File: src/rtl/dii_packet_arbiter_pkg.sv
// Shared DII link types and helpers for the packet arbiter.
// The flit layout matches the DII link: valid, last, 16-bit payload.
package dii_packet_arbiter_pkg;

    localparam int DII_DATA_W = 16;

    typedef struct packed {
        logic                  valid;
        logic                  last;
        logic [DII_DATA_W-1:0] data;
    } dii_flit;

    // Port index reached by stepping 'offset' positions past 'base', wrapping at 'ports'.
    function automatic int wrap_idx(input int base, input int offset, input int ports);
        return (base + offset) % ports;
    endfunction

endpackage

File: src/rtl/dii_packet_arbiter_rr_select.sv
// Round-robin find-first: picks the first requesting port after last_grant, wrapping.
// Purely combinational; last_grant itself is the lowest priority.
module dii_rr_select
    import dii_packet_arbiter_pkg::*;
#(
    parameter int PORTS = 4,
    parameter int PTR_W = $clog2(PORTS)
) (
    input  logic [PORTS-1:0] req,
    input  logic [PTR_W-1:0] last_grant,
    output logic [PTR_W-1:0] sel,
    output logic             any
);

    always_comb begin
        sel = '0;
        any = 1'b0;
        for (int off = 1; off <= PORTS; off++) begin
            if (!any && req[wrap_idx(int'(last_grant), off, PORTS)]) begin
                any = 1'b1;
                sel = PTR_W'(wrap_idx(int'(last_grant), off, PORTS));
            end
        end
    end

endmodule

File: src/rtl/dii_packet_arbiter.sv
// Packet-granular round-robin merge of several DII flit streams onto one link.
// A granted port keeps the link until its last flit is accepted, so packets never interleave.
module dii_packet_arbiter
    import dii_packet_arbiter_pkg::*;
#(
    parameter  int PORTS = 4,
    localparam int PTR_W = $clog2(PORTS)
) (
    input  logic                  clk,
    input  logic                  rst,
    input  dii_flit [PORTS-1:0]   flit_in,
    output logic    [PORTS-1:0]   flit_in_ready,
    output dii_flit               flit_out,
    input  logic                  flit_out_ready,
    output logic    [PTR_W-1:0]   grant,
    output logic                  locked
);

    typedef enum logic {
        IDLE   = 1'b0,
        LOCKED = 1'b1
    } state_e;

    state_e           state, state_nxt;
    logic [PTR_W-1:0] cur_grant, cur_grant_nxt;
    logic [PTR_W-1:0] last_grant, last_grant_nxt;
    logic [PTR_W-1:0] rr_sel, sel;
    logic [PORTS-1:0] req;
    logic             rr_any, have_sel, xfer;

    always_comb begin
        req = '0;
        for (int i = 0; i < PORTS; i++) begin
            req[i] = flit_in[i].valid;
        end
    end

    dii_rr_select #(
        .PORTS (PORTS),
        .PTR_W (PTR_W)
    ) u_rr_select (
        .req        (req),
        .last_grant (last_grant),
        .sel        (rr_sel),
        .any        (rr_any)
    );

    always_ff @(posedge clk) begin
        if (rst) begin
            state      <= IDLE;
            cur_grant  <= '0;
            last_grant <= PTR_W'(PORTS - 1);
        end else begin
            state      <= state_nxt;
            cur_grant  <= cur_grant_nxt;
            last_grant <= last_grant_nxt;
        end
    end

    // Selection never depends on flit_out_ready; only the ready fan-out and the
    // transfer decision do.
    always_comb begin
        state_nxt      = state;
        cur_grant_nxt  = cur_grant;
        last_grant_nxt = last_grant;
        sel            = rr_sel;
        have_sel       = rr_any;
        flit_out       = '0;
        flit_in_ready  = '0;

        if (state == LOCKED) begin
            sel      = cur_grant;
            have_sel = 1'b1;
        end
        if (rst) begin
            have_sel = 1'b0;
        end

        if (have_sel) begin
            flit_out           = flit_in[sel];
            flit_in_ready[sel] = flit_out_ready;
        end

        xfer = flit_out.valid && flit_out_ready;

        case (state)
            IDLE: begin
                if (have_sel) begin
                    if (xfer && flit_out.last) begin
                        last_grant_nxt = sel;
                    end else begin
                        // Stalled first flit or accepted non-last flit both lock the grant.
                        state_nxt     = LOCKED;
                        cur_grant_nxt = sel;
                    end
                end
            end
            LOCKED: begin
                if (xfer && flit_out.last) begin
                    state_nxt      = IDLE;
                    last_grant_nxt = cur_grant;
                end
            end
            default: state_nxt = IDLE;
        endcase
    end

    assign grant  = sel;
    assign locked = (state == LOCKED);

endmodule

File: config.mk
export PLATFORM = sky130hd
export DESIGN_NAME = dii_packet_arbiter
export DESIGN_NICKNAME = d
export VERILOG_FILES = /design/src/rtl/dii_packet_arbiter_pkg.sv /design/src/rtl/dii_packet_arbiter_rr_select.sv /design/src/rtl/dii_packet_arbiter.sv
export SDC_FILE = /design/constraint.sdc
export NUM_CORES = 1
export LEC_CHECK = 0
export CAP_MARGIN = 20
export CORE_MARGIN = 2
export CORE_UTILIZATION = 33
export DETAILED_ROUTE_END_ITERATION = 12
export PLACE_DENSITY = 0.85
export SYNTH_ARGS = -nofsm -noshare
export SYNTH_HDL_FRONTEND = slang
export SYNTH_SLANG_ARGS = --single-unit
File: constraint.sdc
create_clock -name clk -period 3.5 [get_ports clk]
set_input_delay 0.7 -clock clk [delete_from_list [all_inputs] [get_ports clk]]
set_output_delay 0.7 -clock clk [all_outputs]
set_load 0.01 [all_outputs]
==> results.toml <==
[pwr]
p_leak_nw = 1.019
peakVddDrop_uv = 118.9
cellPowerDensity_nw_per_um2 = 251.3

[critical_path]
required_ns = 2.80
reg2regPathDepth = 9
critPathKind = "input port to primary output"
r2r_slack_ns = 0.81
crit_arrival_ns = 2.79
reg2reg_to = "cur_grant[0]"
crit_path_max_fanout = 9
crit_path_end_kind = "primary output"
timing.rr.start = "last_grant[1]"
startpoint_type = "input port"

[cts]
cts.sinks = 5
htree_levels = 1
cts_buffers = 3
cts.path.max_buffers = 2
cts_tree = "built"
clkLatencyLatePin_ns = 0.24
cts-root-buf = "clkbuf_4"
path_clk_slew_ns = 0.04
holdBufCountCts = 0

[sta]
finalHoldViolCount = 0
setup_slack_ns = 0.009430
rsz0062_at_grt = "yes"
max_slew_margin = 0.6380
slew_viol_final = 0
setup_violations = 0
clock_skew_ns = 0.001660
finalSetupTns_ns = 0
fin_crit_sh = 0.9973
timing.hold.ws_ns = 0.4708
min_period_ns = 3.491
worst_slew_pin_slew_ns = 0.5363
fmaxAchievable_ghz = 0.2865

[logic_synthesis]
synth_edf_count = 0
ys.flop_type = "dfxtp_1"
async_reset_ff_frac = 0
synth_top_area_cell = "mux4_2"
yosys-top-cells-count = "and2_1, mux4_2, nand2_1"
synth-seq-cells = 5
ys_types = 51
synth_area_um2 = 1185
syn_nets = 197
avgSynthCellArea_um2 = 9.712
yosys.area.top_type_share = 0.3041
yosysWarnings = 0
yosysMostFrequentCell = "and2_1"
ys_seq_area_frac = 0.08448
netlist_instances = 122
synth_area_leaders = "mux4_2, and2_1, dfxtp_1"

[hold_path]
min_to = "cur_grant[0]"
hold_path_class = "flop to flop"
min_from = "cur_grant[0]"
whs_path_depth = 2

[floorplan]
initial_core_util = 0.3496
rows = 21
die_x_um = 63.92
core_um2 = 3390
die-area_um2 = 4086
dieHeight_um = 63.92
ioPinCount = 100

[cells_and_area]
fillers = 252
drive_gt1_frac = 0.2939
fin_nets = 321
seqCellArea_um2 = 100.1
insertedDiodeCount = 0
multi_input_area_um2 = 980.9
synthToLayoutAreaGrowth_pct = 103.4

[drt]
wire_per_inst_um = 16.29
drt-total-wl_mm = 4.739
drtPass1Iterations = 4
route.vias.total = 1516
drc = 0
ant_nets = 0
drt_iter0_markers = 85
via_per_inst = 5.210

[global_route]
grt_max_degree = 19
grt_pass1_vias = 1686
antenna_found_initial = 0
grt.total_usage = 0.2354
grt_first_pass_wirelength_mm = 7.548
gr-total-overflow = 0

[placed_design]
gp_congestion = 0.9109
place_ws_ns = -0.5063
hpwl_mm = 4.039
portBuffers = 99

[outcome]
status = "complete, no violations"

[job]
drv_cap = 0
==> power breakdown <==
group | internal (mW) | switching, mW
Combinational | 0.283 | 0.182
Clock | 0.0430 | 0.0221
Sequential | 0.0637 | 0.0119
==> registers in the layout (all words and copies together) (netlist names) <==
signal	flops
cur_grant	2
last_grant	2
locked	1
==> worst max path at each step <==
stage,from,endpoint,slack [ns],depth (start not counted)
floorplan,flit_in[17],flit_out[0],0.27,9
global placement,flit_in[17],flit_out[10],-0.47,9
detailed placement,flit_in[17],flit_out[0],-0.51,9
CTS,flit_in[35],flit_out[17],0.004,9
global route,flit_in[71],flit_out[14],-0.05,9
finish,flit_in[71],flit_out[7],0.009,9
==> layer usage <==
layer / vias to the layer above / part of all wire / track usage
met4: 0 / 0.0072 / 0.04076
met2: 63 / 0.57 / 0.4661
met1: 726 / 0.36 / 0.2486
met5: - / 0 / 0
met3: 4 / 0.068 / 0.05810
li1: 723 / - / -
==> cells by family after synthesis <==
group,count (synthesis),share of synthesized area
AND/OR/NAND/NOR,53,0.2872
AO/OA/AOI/OAI,27,0.1922
multiplexers,19,0.3295
buffers and inverters,18,0.1067
flip-flops,5,0.08448
==> timing repair <==
| item | in CTS | in global routing |
|---|---|---|
| resized for setup | 32 | 22 |
| setup buffers | 1 | 1 |
| pin swaps | 4 | 2 |
| setup endpoints to repair | 24 | 18 |
| gates cloned | 0 | 1 |
==> critical path, cell delays in order <==
cell           delay [ns]
dlygate4sd2_1        0.27
and3b_1              0.20
or3_4                0.38
o31a_1               0.29
nand2_4              0.14
inv_4                0.08
mux4_2               0.28
and2_1               0.17
dlygate4sd2_1        0.28
==> area by class of cell <==
| cell class | instances | share of cell area |
|---|---|---|
| repair buffers | 129 | 0.5000 |
| multi-input cells | 99 | 0.4071 |
| flip-flops and latches | 5 | 0.04154 |
| well taps | 46 | 0.02388 |
| inverters | 7 | 0.01402 |
| clock buffers | 4 | 0.01090 |
| repair inverters | 1 | 0.002596 |
==> through the flow <==
step           total power, mW  instance area (um^2)  cells    util
6_report                0.6056                  2410    291  0.7110
5_1_grt                 0.6451                  2410    291  0.7110
4_1_cts                 0.5967                  2382    289  0.7028
3_5_place_dp            0.5434                  2356    284  0.6951
3_3_place_gp            0.5323                  2356    284  0.6951
2_1_floorplan           0.3067                  1185    122       -
==> cell usage in the layout (no fill, tap or decap), types with 4 or more instances in the layout <==
| master | instances |
|---|---|
| o21ai_0 | 5 |
| dfxtp_1 | 5 |
| dlygate4sd2_1 | 11 |
| and2_1 | 17 |
| clkdlybuf4s50_1 | 73 |
| nor3_1 | 5 |
| buf_4 | 27 |
| inv_1 | 6 |
| mux4_2 | 16 |
| nor2_1 | 4 |
| clkdlybuf4s15_1 | 10 |
| clkbuf_2 | 4 |
| nand2_1 | 7 |
No activity file was read; power rests on OpenSTA's default activity.
